**src/rtl/prog_loader.sv**
```systemverilog
// rtl/prog_loader.sv - framed byte-stream loader that writes verified machine code into instruction RAM
module prog_loader #(
    parameter int D = 12,
    parameter int W = 9
) (
    input  logic         clk,
    input  logic         reset,
    input  logic         start,
    input  logic [7:0]   in_data,
    input  logic         in_valid,
    output logic         in_ready,
    output logic         imem_wr_en,
    output logic [D-1:0] imem_addr,
    output logic [W-1:0] imem_dat,
    output logic         cpu_hold,
    output logic         load_done,
    output logic         err
);

    typedef enum logic [2:0] {
        S_IDLE,
        S_CNT_HI,
        S_CNT_LO,
        S_INS_HI,
        S_INS_LO,
        S_CHK,
        S_DONE,
        S_ERR
    } state_t;

    // High-byte bits above the machine-code width must be zero
    localparam logic [7:0]  RSV_MASK = 8'hFF << (W - 8);
    localparam logic [16:0] CAP      = 17'(1) << D;

    state_t       state;
    logic [15:0]  count;
    logic [D:0]   index;
    logic [7:0]   csum;
    logic [W-9:0] hi_bits;

    logic         accept;
    logic [15:0]  cnt_n;
    logic [D:0]   index_inc;
    logic         last_word;

    assign accept    = in_valid && in_ready;
    assign cnt_n     = {count[15:8], in_data};
    assign index_inc = index + 1'b1;
    assign last_word = (17'(index_inc) == {1'b0, count});

    always_ff @(posedge clk or negedge reset) begin
        if (!reset) begin
            state      <= S_IDLE;
            in_ready   <= 1'b0;
            imem_wr_en <= 1'b0;
            imem_addr  <= '0;
            imem_dat   <= '0;
            cpu_hold   <= 1'b1;
            load_done  <= 1'b0;
            err        <= 1'b0;
            count      <= '0;
            index      <= '0;
            csum       <= '0;
            hi_bits    <= '0;
        end else begin
            imem_wr_en <= 1'b0;
            case (state)
                S_IDLE, S_DONE, S_ERR: begin
                    if (start) begin
                        state     <= S_CNT_HI;
                        in_ready  <= 1'b1;
                        csum      <= '0;
                        index     <= '0;
                        cpu_hold  <= 1'b1;
                        load_done <= 1'b0;
                        err       <= 1'b0;
                    end
                end
                S_CNT_HI: begin
                    if (accept) begin
                        count[15:8] <= in_data;
                        csum        <= csum ^ in_data;
                        state       <= S_CNT_LO;
                    end
                end
                S_CNT_LO: begin
                    if (accept) begin
                        count[7:0] <= in_data;
                        csum       <= csum ^ in_data;
                        if ({1'b0, cnt_n} > CAP) begin
                            state    <= S_ERR;
                            in_ready <= 1'b0;
                            err      <= 1'b1;
                        end else if (cnt_n == 16'd0) begin
                            state <= S_CHK;
                        end else begin
                            state <= S_INS_HI;
                        end
                    end
                end
                S_INS_HI: begin
                    if (accept) begin
                        csum <= csum ^ in_data;
                        if ((in_data & RSV_MASK) != 8'd0) begin
                            state    <= S_ERR;
                            in_ready <= 1'b0;
                            err      <= 1'b1;
                        end else begin
                            hi_bits <= in_data[W-9:0];
                            state   <= S_INS_LO;
                        end
                    end
                end
                S_INS_LO: begin
                    if (accept) begin
                        csum       <= csum ^ in_data;
                        imem_wr_en <= 1'b1;
                        imem_addr  <= index[D-1:0];
                        imem_dat   <= {hi_bits, in_data};
                        index      <= index_inc;
                        state      <= last_word ? S_CHK : S_INS_HI;
                    end
                end
                S_CHK: begin
                    if (accept) begin
                        in_ready <= 1'b0;
                        if (in_data == csum) begin
                            state     <= S_DONE;
                            load_done <= 1'b1;
                            cpu_hold  <= 1'b0;
                        end else begin
                            state <= S_ERR;
                            err   <= 1'b1;
                        end
                    end
                end
                default: begin
                    state    <= S_IDLE;
                    in_ready <= 1'b0;
                end
            endcase
        end
    end

endmodule

```
**config.mk**
```make
export PLATFORM = sky130hd
export DESIGN_NAME = prog_loader
export DESIGN_NICKNAME = d
export VERILOG_FILES = /design/src/rtl/prog_loader.sv
export SDC_FILE = /design/constraint.sdc
export NUM_CORES = 1
export LEC_CHECK = 0
export CORE_MARGIN = 5
export CORE_UTILIZATION = 35
export DETAILED_ROUTE_END_ITERATION = 10
export MAX_ROUTING_LAYER = met4
export PLACE_DENSITY = 0.6
export SLEW_MARGIN = 20
export SYNTH_ARGS = -nofsm -noshare
export SYNTH_HDL_FRONTEND = slang
export SYNTH_SLANG_ARGS = --single-unit
```
**constraint.sdc**
```tcl
create_clock -name clk -period 2.9 [get_ports clk]
set_clock_uncertainty 0.2 [all_clocks]
set_input_delay 0.58 -clock clk [delete_from_list [all_inputs] [get_ports clk]]
set_output_delay 0.58 -clock clk [all_outputs]
set_load 0.02 [all_outputs]
```
==> reports/summary.md <==
Launching instance or port of the critical path: index[4]$_DFFE_PN0P_. The finished cells cover 4340 um2. The synthesized design contains 67 register bits.

The transition time at the pin with the least slew margin is 1.05 ns, and the total number of nets in the final design is 447. The tools report the filler cell count as 955. met2 is the most crowded layer. For this design the top-level I/O count stands at 38.

The smallest hold slack is -0.00875 ns. The net switching fraction of the power is 34.0%, and the buffering stage count on the worst path with inverters included is 0. The critical path in this run is classified as reg -> reg. The pin count of the biggest net entering global routing is 48. The highest cell delay on the worst timing path was 0.62 ns; the number of DRC violations after detailed routing was 0. After synthesis, the netlist uses 49 different library cells.

The highest-delay cell along the critical path was dfrtp_1. The power per standard cell area was 752 nW/um2; the total number of yosys warnings was 0. After clock tree synthesis, the clock-pin slew on the worst setup and hold paths is 0.08 ns. Subtracting the final worst setup slack from the clock period gives 2.47 ns.

The tools report the cell area reported after detailed placement as 4100 um2. The signal on the critical path passes through and4_1 > a21boi_0 > o311ai_0 > a21oi_1 > o41ai_1 > o2bb2ai_1. The share of the cycle needed by the critical path after routing works out to 85.2%. The register share of total power is 41.1%, and the worst-case reg-to-reg path depth is 6.

Counting buffers and inverters, the worst setup path is 6 cells deep. Global routing consumed, on the met3 layer, 2.74% of the routing resources. After routing, the total negative slack on setup checks comes to 0 ns. The logs give 29.6% for the logic gate share of total power and 47.7% for the portion of the post-synthesis area used by sequential elements. The number of instances in the synthesized netlist was 390. Wires add up to 8.64 mm. When the netlist entered floorplanning its net count stood at 403. The post-detailed-route via-to-cell ratio was 5.25.

Once the clock tree was built, the resizer swapped 0 gates to a different size. The final reports fail on negative hold slack. The worst setup path is captured at a register. The vertical extent of the die was 110 um; the share of synthesized flip-flops with an asynchronous set or reset was 100%. The launch point of the worst reg-to-reg path was index[4]$_DFFE_PN0P_. For this block, the initial DRC count from the detailed router was 261.

The number of cells in the design after placement was 556; the number of buffer cells added on primary ports was 37. Share of cells above drive strength 1: 13.7%. The tools report the number of hold violations in the final report as 7. The clock reaches the later pin of the worst-skew pair after 0.35 ns. The clock network burns 29.3% of the power. Switching power of the nets: 1.11 mW. Clock tree synthesis inserted a total of 9 buffers. The worst endpoint data arrival time was 2.54 ns; the global-route met2 utilization was 23.1%.

The run gives 5 as the first-pass detailed-route iteration total. Summed over all nets, the half-perimeter wirelength after detailed placement is 6.31 mm. The die covers 12200 um2. The wire length of the first global-routing pass was 14.5 mm; the antenna diode count was 0. For the initial cell density of the core, the log shows 36.0%.

The type of element launching the critical path is a register. The total setup violations reported at the end of the flow was 0. The maximum ir drop on the vdd rail was 0.000284 V; the number of pins exceeding their max-slew limit in the final report was 0. The area added between synthesis and finish came out at 23.3%.

The area of the core was 9770 um2. For the combined area of all synthesized cells, the log shows 3520 um2. The largest driver fanout on the critical path was 14. The worst slew slack as a fraction of its limit came out at 30.3%. The clock tree synthesis step divided the H-tree into 3 levels.

Row generation in the floorplan step produced 36 rows. Global routing used 22.1% of the available met1 tracks. Grouping stages by cell kind, the critical path spends the most delay in compound AO/OA/AOI/OAI gates. The internal power was 2.15 mW. TritonCTS built the clock tree. The tools report the via count of the first global-routing pass as 2819. Once detail routing completed, the nets flagged for antenna violations numbered 0. Global routing used 15.9% of the available tracks across all layers.

The global route total overflow is 0, and the routed wirelength normalized by instance count is 15.1 um. The number of hold buffers added after CTS was 0. The number of buffers added for setup after CTS is 0, and the number of antenna violations at the first check in global routing is 0.

The tool flagged a number of max-cap violations equal to 0. The analysis attributes to cell leakage a power of 1.89 nW. The final route contains 3005 vias. The run finished, with violations left. The tightest min-delay check is of the in -> async type.

After layout, the design draws a total of 3.26 mW. Averaged over all synthesized cells, the footprint is 9.03 um2. The number of synthesized flops with an enable pin came out at 0. For the worst setup path, the data required time is 2.97 ns. The final cell count without fillers came out at 572. Clock tree synthesis selected as its root buffer the cell clkbuf_8. The top flip-flop cell by instance count after synthesis was dfrtp_1. The die is 110 um wide.

For this design, the sink count on the clock tree is 67. The routability-driven placement congestion ratio came out at 0.856. Setup repair after global routing left no endpoint under its margin.

The buffer depth of the longest clock path came out at 2. Derived from the worst setup path, the maximum achievable clock frequency is 405 MHz.
registers in the layout (all words and copies together), names as in the netlist:
register    count
index          13
load_done       1
count          16
imem_wr_en      1
cpu_hold        1
imem_dat        9
hi_bits         1
state           3
in_ready        1
csum            8
err             1
imem_addr      12
through the flow:
stage          setup WS [ns]  util, %  hold WS, ns
2_1_floorplan          0.672        -       0.0844
5_1_grt                0.225     44.4       0.0353
3_3_place_gp           0.145     41.9        0.260
4_1_cts                0.447     44.4      0.00144
6_report               0.430     44.4     -0.00875
3_5_place_dp          0.0865     41.9        0.262
cell usage after synthesis (2+ instances only):
master / count / area [um2]
clkbuf_1: 15 / 56.3
or2_2: 2 / 12.5
o31ai_1: 8 / 60.1
xnor2_1: 12 / 105
mux2_2: 16 / 180
a31oi_1: 3 / 18.8
nand2b_1: 13 / 81.3
dfrtp_1: 66 / 1650
buf_2: 5 / 25.0
and2_1: 2 / 12.5
nor3_1: 8 / 40.0
a21oi_1: 12 / 60.1
o41ai_1: 5 / 43.8
o21a_1: 3 / 22.5
nand4_1: 8 / 50.1
o2111ai_1: 3 / 26.3
o21ai_0: 37 / 185
inv_1: 10 / 37.5
nand2_1: 83 / 312
o2bb2ai_1: 2 / 17.5
a311oi_1: 2 / 17.5
or3_4: 2 / 22.5
a22o_1: 2 / 17.5
nor2_1: 24 / 90.1
nor4_1: 5 / 31.3
xor2_1: 5 / 43.8
or3_1: 3 / 18.8
o211ai_1: 2 / 15.0
nand3_1: 12 / 60.1
layout by cell type, fill, tap and decap left out, types with 2 or more instances in the layout:
cell type	synthesis	layout
or2_2	2	2
dfrtp_1	66	66
o31ai_1	8	8
o211ai_1	2	2
nand2_1	83	83
clkdlybuf4s50_1	0	36
nor2_1	24	24
o21a_1	3	3
and2_1	2	2
nand4_1	8	8
a22o_1	2	2
mux2_2	16	16
xor2_1	5	5
o21ai_0	37	37
a31oi_1	3	3
inv_1	10	10
buf_4	1	17
a311oi_1	2	2
bufinv_16	0	3
nor4_1	5	5
nor3_1	8	8
o2111ai_1	3	3
a21oi_1	12	12
o2bb2ai_1	2	2
or3_4	2	2
nand2b_1	13	13
clkbuf_8	0	9
xnor2_1	12	12
nand3_1	12	12
or3_1	3	3
o41ai_1	5	5
kinds of logic (layout without fill, tap and decap cells):
group	Yosys count	count (layout)	synth area share, %
buf+inv	33	82	4.02
mux	17	17	5.54
flops	67	67	47.7
fa+ha+maj	2	2	0.640
simple gates	167	167	21.7
xor+xnor	17	17	4.23
compound gates	87	87	16.2
layout make-up:
class                           count  area [um2]  share of cell area [%]
Clock buffer                       10         128                    2.94
Clock inverter                      6         113                    2.59
Inverter                           11        41.3                   0.951
Multi-Input combinational cell    290        1700                    39.2
Sequential cell                    67        1680                    38.7
Tap cell                          133         166                    3.83
Timing Repair Buffer               55         513                    11.8
layer usage:
| metal | routed length [um] | share of wire (%) |
|---|---|---|
| met5 | 0 | 0 |
| met4 | 138 | 1.6 |
| met3 | 437 | 5.1 |
| met2 | 3970 | 46 |
| met1 | 4090 | 47 |
worst paths after layout:
check / end / slack (ns)
max: state[2]$_DFFE_PN0P_ / 0.43
min: imem_dat[4]$_DFFE_PN0P_ / -0.009
max reg2reg: state[2]$_DFFE_PN0P_ / 0.43
min reg2reg: imem_dat[4]$_DFFE_PN0P_ / 0.28
max in group asynchronous: cpu_hold$_DFFE_PN1P_ / 1.84
min in group clk: imem_dat[4]$_DFFE_PN0P_ / 0.28
power groups by stage:
stage | registers [mW] | clock network [mW] | logic (mW)
2_1_floorplan | 1.31 | 0 | 0.681
3_3_place_gp | 1.35 | 0 | 0.948
3_5_place_dp | 1.36 | 0 | 0.963
4_1_cts | 1.34 | 0.979 | 0.967
5_1_grt | 1.37 | 1.01 | 1.07
6_report | 1.34 | 0.957 | 0.966
(Power assumes the default switching activity.)
==> patch 1, RTL diff (same settings) <==
Put one more register stage on the output `err`, cleared by the reset. The value now appears one clock later. The other outputs are not delayed to match.
--- a/src/rtl/prog_loader.sv
+++ b/src/rtl/prog_loader.sv
@@ -33,4 +33,6 @@
     localparam logic [16:0] CAP      = 17'(1) << D;
 
+    logic err_s0;
+
     state_t       state;
     logic [15:0]  count;
@@ -58,5 +60,5 @@
             cpu_hold   <= 1'b1;
             load_done  <= 1'b0;
-            err        <= 1'b0;
+            err_s0     <= 1'b0;
             count      <= '0;
             index      <= '0;
@@ -74,5 +76,5 @@
                         cpu_hold  <= 1'b1;
                         load_done <= 1'b0;
-                        err       <= 1'b0;
+                        err_s0    <= 1'b0;
                     end
                 end
@@ -91,5 +93,5 @@
                             state    <= S_ERR;
                             in_ready <= 1'b0;
-                            err      <= 1'b1;
+                            err_s0   <= 1'b1;
                         end else if (cnt_n == 16'd0) begin
                             state <= S_CHK;
@@ -105,5 +107,5 @@
                             state    <= S_ERR;
                             in_ready <= 1'b0;
-                            err      <= 1'b1;
+                            err_s0   <= 1'b1;
                         end else begin
                             hi_bits <= in_data[W-9:0];
@@ -131,5 +133,5 @@
                         end else begin
                             state <= S_ERR;
-                            err   <= 1'b1;
+                            err_s0 <= 1'b1;
                         end
                     end
@@ -143,4 +145,12 @@
     end
 
+    always_ff @(posedge clk or negedge reset) begin
+        if (!reset) begin
+            err <= '0;
+        end else begin
+            err <= err_s0;
+        end
+    end
+
 endmodule
 
Behaviour: not the same (a bounded check fails within 4 cycles, from zero or initial values and one cycle with reset low).
==> patch 1 against the original RTL <==
Area after synthesis decreased by 2.3%; first-iteration DRC count decreased by 50%; maximum frequency decreased by 2.8%; die area decreased by 2.1%; cell count decreased by 1.7%; routed wire length decreased by 2.2%; setup slack got worse by 72 ps; sequential cell count increased by 1; design area decreased by 1.3%; critical path type is now primary input to flip-flop.
Power is not compared: it rests on default switching activity, and its combinational part moved more than twofold at a synthesized area within 25%.
==> patch 1: results (changes against the original RTL) <==
- RR Startpoint: index[0]$_DFFE_PN0P_ (was index[4]$_DFFE_PN0P_)
- Largest net degree at the start of global routing: 43 (was 48)
- RR Endpoint: state[1]$_DFFE_PN0P_ (was state[2]$_DFFE_PN0P_)
- Met1 GRT Util: 0.2117 (was 0.2209)
- Hold Slack: 36.18 ps (was -8.753 ps)
- Pre-CTS setup slack: 5.905 ps (was 86.54 ps)
- Setup crit start: in_data[5] (was index[4]$_DFFE_PN0P_)
- Vias in the first global route: 2756 (was 2819)
- GR Util met3: 0.03671 (was 0.02737)
- CP Max Fanout: 4 (was 14)
- Top cells by area, synth: dfrtp_1 (49%), nand2_1 (8.5%), o21ai_1 (4.5%) (was dfrtp_1 (47%), nand2_1 (8.8%), o21ai_0 (5.3%))
- Cell depth of the worst flop-to-flop path: 7 (was 6)
- Outcome: complete, no violations (was finished with violations)
- Wire length on met1: 3950 um (was 4092 um)
- Vias/cell: 5.050 (was 5.253)
- Final nets: 437 (was 447)
- Iteration-0 DRC count of the detailed router: 130 (was 261)
- M2 GR Usage: 0.2439 (was 0.2309)
- Worst setup endpoint: err_s0$_DFFE_PN0P_ (was state[2]$_DFFE_PN0P_)
- Yosys cell types: 52 (was 49)
- Fillers: 948 (was 955)
- Critical path arrival: 2580 ps (was 2540 ps)
- Proportion of layout cells with a drive suffix above 1: 0.1212 (was 0.1367)
- Fmax: 393.4 MHz (was 404.9 MHz)
- Global-route wire length before repair: 14150 um (was 14480 um)
- Wire length on met3: 427 um (was 437 um)
- Hpwl dp: 6181 um (was 6306 um)
- Rel. slew slack: 0.6318 (was 0.3030)
-- patch 1: cell count changes in the layout (fill, tap and decap cells not counted), moves of 6 or more --
cell     unedited run  this run
mux2_2             16         8
o21ai_1             0        31
o21ai_0            37        12
o31ai_1             8         2
mux2_1              0         9
-- patch 1: through the flow --
stage	std cells	utilization
4_1_cts	562	0.4422
3_3_place_gp	546	0.4190
6_report	562	0.4422
2_1_floorplan	373	-
5_1_grt	562	0.4422
3_5_place_dp	546	0.4190
-- patch 1: cells by family after synthesis --
kind of cell / Yosys count
AND/OR/NAND/NOR: 162
AO/OA/AOI/OAI: 79
flip-flops: 68
buffers and inverters: 26
XOR/XNOR: 20
multiplexers: 17
adder cells (fa/ha/maj): 1
-- patch 1: cell type report --
type / instances / area share
clock inverter: 6 / 0.02045
clock buffer: 10 / 0.03214
inverter: 8 / 0.007011
multi-input combinational: 279 / 0.3818
sequential: 68 / 0.3976
tap: 133 / 0.03885
timing repair buffer: 58 / 0.1221
==> patch 2, RTL diff (same flow settings) <==
Made on the original files. `D`: 12 -> 13.
--- a/src/rtl/prog_loader.sv
+++ b/src/rtl/prog_loader.sv
@@ -1,5 +1,5 @@
 // rtl/prog_loader.sv - framed byte-stream loader that writes verified machine code into instruction RAM
 module prog_loader #(
-    parameter int D = 12,
+    parameter int D = 13,
     parameter int W = 9
 ) (
Ports: changed (resized imem_addr); port bits go from 38 to 39. The function was not compared with the original's and may differ.
==> patch 2 against the original RTL <==
Area after synthesis increased by 4.4%; worst hold slack better by 47 ps; total power increased by 5.7%; design area up 5.1%; first-iteration DRC count fell by 15%; setup slack worse by 280 ps; sequential cell count up 2; sequential share of layout area down 0.78 points; clock power decreased by 14%; core utilization about the same; routed wire length grew 11%; critical endpoint is now state[1]$_DFFE_PN0P_.
==> patch 2: results (changes against the original RTL) <==
- Largest net degree at the start of global routing: 45 (was 48)
- M2 GR Usage: 0.2336 (was 0.2309)
- Primary FF master, synth: dfrtp_1 (unchanged)
- Flop2flop setup slack: 150 ps (was 430 ps)
- Top cells by area, synth: dfrtp_1 (46%), nand2_1 (8.7%), o21ai_0 (5.3%) (was dfrtp_1 (47%), nand2_1 (8.8%), o21ai_0 (5.3%))
- Via count: 3130 (was 3005)
- Top cells by count, synth: nand2_1 (85), dfrtp_1 (68), o21ai_0 (39) (was nand2_1 (83), dfrtp_1 (66), o21ai_0 (37))
- CP Max Fanout: 8 (was 14)
- Outcome: complete, no violations (was finished with violations)
- Measured slew at the worst slew-check pin: 711.7 ps (was 1046 ps)
- Vias in the first global route: 2987 (was 2819)
- Hpwl dp: 6939 um (was 6306 um)
- Seq/Total Area, Yosys: 0.4699 (was 0.4765)
- Maximum VDD drop: 412.3 uV (was 283.6 uV)
- Proportion of layout cells with a drive suffix above 1: 0.1598 (was 0.1367)
- Final nets: 472 (was 447)
- Critical path arrival: 2790 ps (was 2540 ps)
- Crit-path leading delay family: simple AND/OR/NAND/NOR gates (was compound AO/OA/AOI/OAI gates)
- GPL Wtd Cong: 0.9172 (was 0.8559)
- Iteration-0 DRC count of the detailed router: 223 (was 261)
- Post-DP Area: 4347 um2 (was 4100 um2)
- Met1 GRT Util: 0.2202 (was 0.2209)
- Total track usage: 0.1596 (was 0.1592)
- Yosys cell types: 56 (was 49)
- Port Buffers: 38 (was 37)
- WL final: 9618 um (was 8639 um)
- Leak pwr: 2.016 nW (was 1.893 nW)
- Fillers: 1051 (was 955)
- CP max stage delay: 550 ps (was 620 ps)
- Global-route wire length before repair: 15630 um (was 14480 um)
- Syn Nets: 413 (was 403)
- Regs by FF count: count x16, index x14, imem_addr x13 (was count x16, index x13, imem_addr x12)
## patch 2: cell count changes after synthesis, sizes merged, moves of 5 or more
cell,unedited run,this run
nor2b,1,6
clkbuf,15,9
o31ai,8,3
o2bb2ai,2,9
## patch 2: per-stage QoR
| stage | util | total power, mW | hold WS, ps | setup WS, ps | std cells |
|---|---|---|---|---|---|
| 6_report | 0.4439 | 3.450 | 38.36 | 146.4 | 599 |
| 5_1_grt | 0.4439 | 3.666 | 83.21 | 45.65 | 599 |
| 4_1_cts | 0.4433 | 3.480 | 46.17 | 127.7 | 599 |
| 3_5_place_dp | 0.4229 | 2.646 | 261.7 | -30.39 | 583 |
| 3_3_place_gp | 0.4229 | 2.632 | 256.2 | 78.36 | 583 |
| 2_1_floorplan | - | 2.239 | 84.41 | 200.7 | 399 |
## patch 2: what timing repair did
action | in CTS | in global routing
endpoints found under the setup margin | 0 | 1
buffers inserted | 0 | 0
gates resized for setup | 0 | 1
## patch 2: path summary, 6_finish.rpt
| check | endpoint | start | cells after the start |
|---|---|---|---|
| setup / recovery | state[1]$_DFFE_PN0P_ | index[0]$_DFFE_PN0P_ | 8 |
| hold / removal | imem_addr[6]$_DFFE_PN0P_ | reset | 1 |
| setup reg to reg | state[1]$_DFFE_PN0P_ | index[0]$_DFFE_PN0P_ | 8 |
| hold reg to reg | imem_addr[4]$_DFFE_PN0P_ | imem_addr[4]$_DFFE_PN0P_ | 2 |
| max in group asynchronous | cpu_hold$_DFFE_PN1P_ | reset | 2 |
| min in group clk | imem_addr[4]$_DFFE_PN0P_ | imem_addr[4]$_DFFE_PN0P_ | 2 |
## patch 2: cells by family after synthesis
family | count (synthesis) | synth area share
buffers and inverters | 27 | 0.03709
flip-flops | 69 | 0.4699
adder cells (fa/ha/maj) | 2 | 0.006804
XOR/XNOR | 22 | 0.05240
AND/OR/NAND/NOR | 174 | 0.2283
multiplexers | 17 | 0.05206
AO/OA/AOI/OAI | 88 | 0.1535
## patch 2: metal layers
layer  vias up  part of all wire
li1       1527                 -
met1      1519              0.49
met2        77              0.46
met3         7             0.040
met4         0             0.011
met5         -                 0
## patch 2: layout make-up
type                       instances  area [um2]  share of cell area
tap                              136       170.2             0.03730
sequential                        69        1728              0.3788
clock inverter                     6       71.32             0.01563
multi-input combinational        303        1819              0.3988
timing repair buffer              67       605.6              0.1327
clock buffer                      10       137.6             0.03017
inverter                           8       30.03            0.006583
## patch 2: power breakdown
group	leakage (nW)	switching, mW	internal (mW)
registers	0.914	0.277	1.20
logic	1.00	0.572	0.573
clock network	0.0991	0.398	0.426
total	2.02	1.25	2.20
